--- config.mk ---
export PLATFORM = sky130hd
export DESIGN_NAME = seg7_time_display
export DESIGN_NICKNAME = d
export VERILOG_FILES = /design/src/rtl/stopwatch_pkg.sv /design/src/rtl/time_bcd_converter.sv /design/src/rtl/seg7_time_display.sv
export SDC_FILE = /design/constraint.sdc
export NUM_CORES = 1
export LEC_CHECK = 0
export BUFFER_PORTS_ARGS = -buffer_cell sky130_fd_sc_hd__buf_4
export CAP_MARGIN = 20
export CORE_AREA = 5 5 130 132
export DETAILED_ROUTE_END_ITERATION = 10
export DIE_AREA = 0 0 135 137
export PLACE_DENSITY = 0.7
export SYNTH_ARGS = -nofsm -noshare
export SYNTH_HDL_FRONTEND = slang
export SYNTH_HIERARCHICAL = 1
export SYNTH_SLANG_ARGS = --single-unit
--- constraint.sdc ---
create_clock -name clock -period 6.9 [get_ports clock]
set_input_delay 0.345 -clock clock [delete_from_list [all_inputs] [get_ports clock]]
set_output_delay 0.345 -clock clock [all_outputs]
set_load 0.05 [all_outputs]
--- src/rtl/stopwatch_pkg.sv ---
// Shared constants, converter state encoding and seven-segment encoder
// for the stopwatch display path.
package stopwatch_pkg;

  localparam logic [22:0] MS_PER_MIN = 23'd60000;
  localparam logic [22:0] MS_PER_SEC = 23'd1000;
  localparam logic [22:0] MS_PER_HUN = 23'd100;
  localparam logic [22:0] MS_PER_TEN = 23'd10;
  localparam logic [7:0]  MIN_SAT    = 8'h99;
  localparam logic [6:0]  SEG_BLANK  = 7'h7F;
  localparam logic [3:0]  DIG_BLANK  = 4'hF;

  typedef enum logic [2:0] {
    IDLE, MIN, SEC, HUN, TEN, ONE, SAT, DONE
  } conv_state_e;

  typedef struct packed {
    logic [7:0] min;
    logic [7:0] sec;
    logic [3:0] hun;
    logic [3:0] ten;
    logic [3:0] one;
  } time_bcd_t;

  // Two-digit BCD increment; the ones digit rolls into the tens digit.
  function automatic logic [7:0] bcd2_inc(input logic [7:0] v);
    if (v[3:0] == 4'd9) return {v[7:4] + 4'd1, 4'd0};
    return {v[7:4], v[3:0] + 4'd1};
  endfunction

  function automatic logic [6:0] seg7_encode(input logic [3:0] d);
    logic [6:0] s;
    case (d)
      4'd0:    s = 7'h40;
      4'd1:    s = 7'h79;
      4'd2:    s = 7'h24;
      4'd3:    s = 7'h30;
      4'd4:    s = 7'h19;
      4'd5:    s = 7'h12;
      4'd6:    s = 7'h02;
      4'd7:    s = 7'h78;
      4'd8:    s = 7'h00;
      4'd9:    s = 7'h10;
      default: s = SEG_BLANK;
    endcase
    return s;
  endfunction

endpackage

--- src/rtl/time_bcd_converter.sv ---
// Sequential ms -> MM:SS.mmm BCD converter, one subtraction per clock,
// minutes and seconds counted directly in BCD.
module time_bcd_converter
  import stopwatch_pkg::*;
(
  input  logic        clk_i,
  input  logic        rst_i,
  input  logic [22:0] t_ms_i,
  output logic [27:0] bcd_o,
  output logic        conv_done_o
);

  conv_state_e state_q, state_d;
  logic [22:0] rem_q, rem_d;
  time_bcd_t   bcd_q, bcd_d;

  always_comb begin
    state_d = state_q;
    rem_d   = rem_q;
    bcd_d   = bcd_q;
    unique case (state_q)
      IDLE: begin
        rem_d   = t_ms_i;
        bcd_d   = '0;
        state_d = MIN;
      end
      MIN: begin
        if (rem_q >= MS_PER_MIN) begin
          if (bcd_q.min == MIN_SAT) begin
            state_d = SAT;
          end else begin
            rem_d     = rem_q - MS_PER_MIN;
            bcd_d.min = bcd2_inc(bcd_q.min);
          end
        end else begin
          state_d = SEC;
        end
      end
      SEC: begin
        if (rem_q >= MS_PER_SEC) begin
          rem_d     = rem_q - MS_PER_SEC;
          bcd_d.sec = bcd2_inc(bcd_q.sec);
        end else begin
          state_d = HUN;
        end
      end
      HUN: begin
        if (rem_q >= MS_PER_HUN) begin
          rem_d     = rem_q - MS_PER_HUN;
          bcd_d.hun = bcd_q.hun + 4'd1;
        end else begin
          state_d = TEN;
        end
      end
      TEN: begin
        if (rem_q >= MS_PER_TEN) begin
          rem_d     = rem_q - MS_PER_TEN;
          bcd_d.ten = bcd_q.ten + 4'd1;
        end else begin
          state_d = ONE;
        end
      end
      ONE: begin
        bcd_d.one = rem_q[3:0];
        state_d   = DONE;
      end
      SAT: begin
        bcd_d.min = 8'h99;
        bcd_d.sec = 8'h59;
        bcd_d.hun = 4'd9;
        bcd_d.ten = 4'd9;
        bcd_d.one = 4'd9;
        state_d   = DONE;
      end
      DONE: state_d = IDLE;
      default: state_d = IDLE;
    endcase
  end

  always_ff @(posedge clk_i) begin
    if (rst_i) begin
      state_q <= IDLE;
      rem_q   <= '0;
      bcd_q   <= '0;
    end else begin
      state_q <= state_d;
      rem_q   <= rem_d;
      bcd_q   <= bcd_d;
    end
  end

  assign bcd_o       = bcd_q;
  assign conv_done_o = (state_q == DONE);

endmodule

--- src/rtl/seg7_time_display.sv ---
// Eight-digit multiplexed MM.SS.mmm display with rank digit.
// Optional blink on countdown expiry: define SEG7_BLINK_EN.
module seg7_time_display
  import stopwatch_pkg::*;
#(
  parameter int REFRESH_DIV = 100000,
  parameter int BLINK_DIV   = 25000000
) (
  input  logic        clock,
  input  logic        reset,
  input  logic [22:0] t_ms,
  input  logic [2:0]  rank,
  input  logic        zero,
  output logic        conv_done,
  output logic [7:0]  anode,
  output logic [7:0]  cathode
);

  localparam int RW = (REFRESH_DIV > 1) ? $clog2(REFRESH_DIV) : 1;

  logic [27:0] bcd_raw;
  time_bcd_t   bcd;
  time_bcd_t   disp_q;
  logic [RW-1:0] pre_q, pre_d;
  logic [2:0]  idx_q, idx_d;
  logic [7:0]  anode_q, anode_d;
  logic [7:0]  cathode_q, cathode_d;
  logic [7:0]  scan_an;
  logic [3:0]  digit;
  logic        dp;
  logic        blank_d;

  time_bcd_converter u_conv (
    .clk_i       (clock),
    .rst_i       (reset),
    .t_ms_i      (t_ms),
    .bcd_o       (bcd_raw),
    .conv_done_o (conv_done)
  );

  assign bcd = bcd_raw;

  always_comb begin
    pre_d = pre_q + 1'b1;
    idx_d = idx_q;
    if (pre_q == RW'(REFRESH_DIV - 1)) begin
      pre_d = '0;
      idx_d = idx_q + 3'd1;
    end
  end

  always_comb begin
    digit = DIG_BLANK;
    dp    = 1'b1;
    unique case (idx_q)
      3'd7: digit = disp_q.min[7:4];
      3'd6: begin digit = disp_q.min[3:0]; dp = 1'b0; end
      3'd5: digit = disp_q.sec[7:4];
      3'd4: begin digit = disp_q.sec[3:0]; dp = 1'b0; end
      3'd3: digit = disp_q.hun;
      3'd2: digit = disp_q.ten;
      3'd1: digit = disp_q.one;
      3'd0: digit = (rank == 3'd0) ? DIG_BLANK : {1'b0, rank};
      default: digit = DIG_BLANK;
    endcase
    cathode_d = {dp, seg7_encode(digit)};
    scan_an   = ~(8'b1 << idx_q);
    anode_d   = blank_d ? 8'hFF : scan_an;
  end

`ifdef SEG7_BLINK_EN
  localparam int BW = (BLINK_DIV > 1) ? $clog2(BLINK_DIV) : 1;

  logic [BW-1:0] blink_cnt_q, blink_cnt_d;
  logic          blink_q;

  always_comb begin
    blink_cnt_d = blink_cnt_q + 1'b1;
    blank_d     = blink_q;
    if (!zero) begin
      blink_cnt_d = '0;
      blank_d     = 1'b0;
    end else if (blink_cnt_q == BW'(BLINK_DIV - 1)) begin
      blink_cnt_d = '0;
      blank_d     = ~blink_q;
    end
  end

  always_ff @(posedge clock) begin
    if (reset) begin
      blink_cnt_q <= '0;
      blink_q     <= 1'b0;
    end else begin
      blink_cnt_q <= blink_cnt_d;
      blink_q     <= blank_d;
    end
  end
`else
  localparam int unused_blink_div = BLINK_DIV;
  logic unused_zero;
  assign unused_zero = zero;
  assign blank_d     = 1'b0;
`endif

  always_ff @(posedge clock) begin
    if (reset) begin
      disp_q    <= '0;
      pre_q     <= '0;
      idx_q     <= '0;
      anode_q   <= 8'hFF;
      cathode_q <= 8'hFF;
    end else begin
      pre_q     <= pre_d;
      idx_q     <= idx_d;
      anode_q   <= anode_d;
      cathode_q <= cathode_d;
      if (conv_done) disp_q <= bcd;
    end
  end

  assign anode   = anode_q;
  assign cathode = cathode_q;

endmodule
* After elaboration in Yosys (flattened, before gate mapping)
Memories as Yosys holds them, arrays and structs flattened. A register that Yosys moved wholly into a read port is not among the register bits. Index checks and enable logic that the tools add are counted.
Word-level totals: register bits after elaboration 118, ROM bits 112, output and inout port bits 17, memories 1
Operators by class: $add $sub $neg 12, $lt $le $gt $ge 4, eq/ne operators 29, shift-type cells 1, multiplexer cells 36, bitwise operators 1, reductions and logical operators 20
Memories:
- (name not given) | depth 16, bits a word 7, read ports 1, clocked after memory_dff 1, write ports 0, line stopwatch_pkg.sv:33 | case (d)
Operator list (count):
- 23-bit 2-to-1 mux | 5
- 23-bit case mux with 5 select lines | 1
- 8-bit 2-to-1 mux | 7
- 8-bit case mux with 3 select lines | 2
- 4-bit case mux with 3 select lines | 3
- 4-bit case mux with 8 select lines | 1
- 4-bit by 1-bit adder with 4-bit output, second input constant | 6
- 3-bit equality test, second input constant | 8
- 23-bit by 10-bit >= comparator with 1-bit output, second input constant | 1
- 23-bit by 16-bit >= comparator with 1-bit output, second input constant | 1
- 23-bit by 4-bit >= comparator with 1-bit output, second input constant | 1
- 23-bit by 7-bit >= comparator with 1-bit output, second input constant | 1
- 23-bit by 10-bit subtractor with 23-bit output, second input constant | 1
- 23-bit by 16-bit subtractor with 23-bit output, second input constant | 1
- 23-bit by 4-bit subtractor with 23-bit output, second input constant | 1
- 23-bit by 7-bit subtractor with 23-bit output, second input constant | 1
- 3-bit case mux with 7 select lines | 1
- 17-bit by 1-bit adder with 17-bit output, second input constant | 1
- 17-bit equality test, second input constant | 1
- 3-bit 2-to-1 mux | 5
- 3-bit nonzero test | 5
- 3-bit by 2-bit equality test with 1-bit output, second input constant | 4
- 4-bit 2-to-1 mux | 3
- 2-bit by 1-bit inequality test with 1-bit output, second input constant | 6
- other kinds (16) | 36

* Depth between registers and ports, before layout
depth in word-level cells 9, gate-level depth with buffers 13, mapped depth without buffers 10

* Hierarchy
The synthesis kept the hierarchy.
By module, submodules not included:
- time_bcd_converter | times used 1, cells an instance 661, area each 4837.1 um2, sequential area each 1081.0 um2
- seg7_time_display | times used 1, cells an instance 286, area each 2753.9 um2, sequential area each 1281.2 um2

* Worst setup path after synthesis
OpenSTA, ideal clock, no wires.
kind reg2reg, start register u_conv.state_q[2], end register disp_q[10] in the netlist's numbering, library setup time 0.128 ns, arrival 2.579 ns, required time 6.772 ns, setup slack 4.194 ns, cell stages (with the launch flop) 8, path buffers 4, cell sequence dfxtp_1 > clkbuf_1 > clkbuf_1 > and2_1 > clkbuf_1 > buf_1 > mux2i_1 > nor2_1
On the way: longest elaborated chain between the ends 1
RTL lines:
- start: declaration | line time_bcd_converter.sv:13 | conv_state_e state_q, state_d;
- start signal: assignment | line time_bcd_converter.sv:86 | state_q <= state_d;
- 3-bit equality test | line time_bcd_converter.sv:93 | assign conv_done_o = (state_q == DONE);
- net conv_done | line seg7_time_display.sv:14 | output logic conv_done,
- end signal: assignment | line seg7_time_display.sv:107 | disp_q <= '0;
- end signal: assignment | line seg7_time_display.sv:117 | if (conv_done) disp_q <= bcd;
- end: declaration | line seg7_time_display.sv:23 | time_bcd_t disp_q;
The timed path passes the listed nets, and every way through them passes these cells. A chain may end at the register's enable or synchronous reset.

* Worst setup path in the final report
start register u_conv.state_q[0], end register u_conv.rem_q[12]
On the way: longest elaborated chain between the ends 3, elaborated cells on any way between the ends 13
RTL lines:
- 3-bit by 2-bit equality test with 1-bit output, or another cell as far along | line time_bcd_converter.sv:21 | unique case (state_q)
- 5-bit nonzero test (no source line), or another cell as far along
- 6-bit AND reduction (no source line)
- end signal: assignment | line time_bcd_converter.sv:87 | rem_q <= rem_d;
- end: declaration | line time_bcd_converter.sv:14 | logic [22:0] rem_q, rem_d;
Parallel ways exist; a longest one is shown, timed or not.

==> qor.yml <==
synth:
  yosysSeqAreaShare: 0.3112
  yosysWarnings: 13
  async_flop_share: 0
  synth_cell_type_count: 89
  synth_top_flop_cell: "dfxtp_1"
  synth_top_area_frac: 0.3112
  avgSynthCellArea_um2: 8.016
  netlist_top_cells_area: "dfxtp_1 31%, nor2_1 6.2%, ha_1 5.8%, mux2i_1 4.7%, a21oi_1 4.6%"
  synth_seq_cells: 118
  netlist_instances: 947
  synth_edf_count: 0
  synth_fp_nets: 1011
  synth_largest_area_cell: "dfxtp_1"
  syn_area_um2: 7591
final_layout:
  drive_gt1_frac: 0.1210
  fin_cells: 1175
  final_cell_mix: "126 x nor2_1, 118 x dfxtp_1, 70 x a21oi_1"
  nFillCells: 1467
  fin_util: 0.5455
  area_growth_pct: 12.08
  diodes: 0
  nNetsFinal: 1010
  final_common_cell: "nor2_1"
min_path:
  hold_depth: 3
  min_path_type: "in -> reg"
clocking:
  clk_pin_slew_ns: 0.06
  htree_levels: 4
  post-cts-setup-buffers: 0
  cts_hold_buf: 0
  numClockSinks: 118
  clockBufferDepth: 2
  numCtsBuffers: 17
  post_cts_resized: 0
  cts_root_buf: "clkbuf_16"
  tritoncts: "built"
  clk_latency_ns: 0.42
critical_path:
  r2r_cells: 10
  required_ns: 7.25
  cp.arrival_ns: 4.20
  worstSetupStartpointType: "flip-flop"
  path_class: "reg -> reg"
  path_max_fanout: 18
  crit_path_end_kind: "flip-flop"
routing:
  drtAntennaViolNets: 0
  first_pass_iters: 5
  wl_per_cell_um: 17.94
  via_per_inst: 6.125
  via_count: 7197
  drc: 0
  totalWireLength_um: 21080
  drt_iter0_drc: 565
timing:
  finalSetupTns_ns: 0
  maxSlewViolCount: 0
  hold_viol: 0
  relSlewSlack: 0.3238
  grt_setup_unrepaired: "no"
  post-route-min-period_ns: 3.858
  fmax_ghz: 0.2592
  setup_viol: 0
  worstMarginPinSlew_ns: 1.009
  finalClockSkew_ns: 0.009567
  fin_crit_sh: 0.5591
global_routing:
  grt_pass1_wl_um: 34310
  grtUsageTotal: 0.2306
  antenna_found_initial: 0
  grt_overflow: 0
  grt_max_degree: 47
  grt_pass1_vias: 6673
floorplanning:
  fp.dieArea_um2: 18500
  die_w_um: 135
  rows: 46
  die_h_um: 137
  initial_utilization: 0.4867
  core_area_um2: 15600
  ios: 46
pwr:
  power_mw: 3.405
  ir_drop_uv: 252.1
  power_density_nw_per_um2: 400.2
  power_leakage_nw: 3.111
placement:
  placed_cells: 1143
  gp_congestion: 0.9567
  dp_hpwl_um: 14270
  numPortBuffers: 44
run:
  cap_violations: 0
status:
  status: "complete, no violations"
==> metrics by stage <==
stage	setup slack [ns]	cell area, um^2	hold slack, ns
final	3.042	8508	0.1898
after global routing	2.875	8508	0.1984
after CTS	3.201	8508	0.1785
after detailed placement	3.227	7915	0.4687
after global placement	3.262	7915	0.4538
after floorplan	4.194	7591	0.4414
==> Yosys cell counts (all sizes together), types with 4 or more instances <==
| cell | count |
|---|---|
| a2111oi | 7 |
| a211oi | 10 |
| a21oi | 70 |
| a221o | 4 |
| a221oi | 5 |
| a22oi | 10 |
| a311oi | 4 |
| a31oi | 8 |
| a41o | 4 |
| and2 | 5 |
| and3 | 11 |
| buf | 29 |
| clkbuf | 42 |
| dfxtp | 118 |
| ha | 35 |
| inv | 32 |
| mux2 | 4 |
| mux2i | 36 |
| nand2 | 66 |
| nand2b | 6 |
| nand3 | 39 |
| nand4 | 15 |
| nor2 | 126 |
| nor2b | 13 |
| nor3 | 22 |
| nor3b | 5 |
| nor4 | 11 |
| o2111ai | 6 |
| o211ai | 9 |
| o21ai | 65 |
| o221ai | 6 |
| o22ai | 11 |
| o31ai | 6 |
| o32ai | 7 |
| o41ai | 5 |
| or3 | 7 |
| or4 | 5 |
| xnor2 | 14 |
| xor2 | 14 |
==> final timing paths <==
path	from	endpoint	slack, ns
worst min register to register	u_conv/bcd_o[2]$_SDFFE_PP0P_	u_conv/bcd_o[2]$_SDFFE_PP0P_	0.47
worst max register to register	u_conv/state_q[0]$_SDFFE_PP0P_	u_conv/rem_q[12]$_SDFFE_PP0P_	3.04
worst min-delay path	t_ms[22]	u_conv/rem_q[22]$_SDFFE_PP0P_	0.19
worst max-delay path	u_conv/state_q[0]$_SDFFE_PP0P_	u_conv/rem_q[12]$_SDFFE_PP0P_	3.04
==> layout make-up <==
type | count | area, um^2 | area share
clock inverter | 11 | 122.6 | 0.01441
multi-input combinational | 726 | 4777 | 0.5615
clock buffer | 21 | 470.5 | 0.05529
tap | 216 | 270.3 | 0.03176
timing repair buffer | 51 | 382.9 | 0.04500
sequential | 118 | 2362 | 0.2776
inverter | 32 | 122.6 | 0.01441
==> worst max-delay path, stage by stage (launching register included) <==
cell and delay [ns]:
dfxtp_1 0.45, inv_1 0.14, ha_1 0.32, nand2b_1 0.72
a21oi_1 0.22, nand4_1 0.26, o211ai_4 0.16, nor3_2 0.79
buf_4 0.38, o221ai_1 0.15, a21oi_1 0.18
==> power by group <==
| group | switching, mW | total, mW | internal [mW] | leakage (nW) |
|---|---|---|---|---|
| registers | 0.210 | 0.972 | 0.762 | 0.961 |
| logic | 0.985 | 1.54 | 0.557 | 1.87 |
| clock network | 0.332 | 0.891 | 0.559 | 0.281 |
| total | 1.53 | 3.41 | 1.88 | 3.11 |
==> layer usage <==
| layer | part of all wire | up-vias | GRT usage | routed length (um) |
|---|---|---|---|---|
| met5 | 0 | - | 0 | 0 |
| met4 | 0.034 | 0 | 0.09686 | 716 |
| met3 | 0.074 | 59 | 0.06250 | 1557 |
| met2 | 0.45 | 285 | 0.3694 | 9547 |
| met1 | 0.44 | 3362 | 0.2940 | 9259 |
| li1 | - | 3491 | - | - |
==> state kept, by name, indices dropped and copies added (netlist names) <==
| register | cells |
|---|---|
| anode | 8 |
| cathode | 8 |
| disp_q | 28 |
| idx_q | 3 |
| pre_q | 17 |
| u_conv/bcd_o | 28 |
| u_conv/rem_q | 23 |
| u_conv/state_q | 3 |
==> logic make-up after synthesis <==
family          share of synthesized area
compound gates                     0.2552
xor+xnor                          0.03231
fa+ha+maj                         0.05769
buf+inv                           0.05967
flops                              0.3112
mux                               0.05390
simple gates                       0.2301
Note: power is estimated with default switching activity, not from simulation.
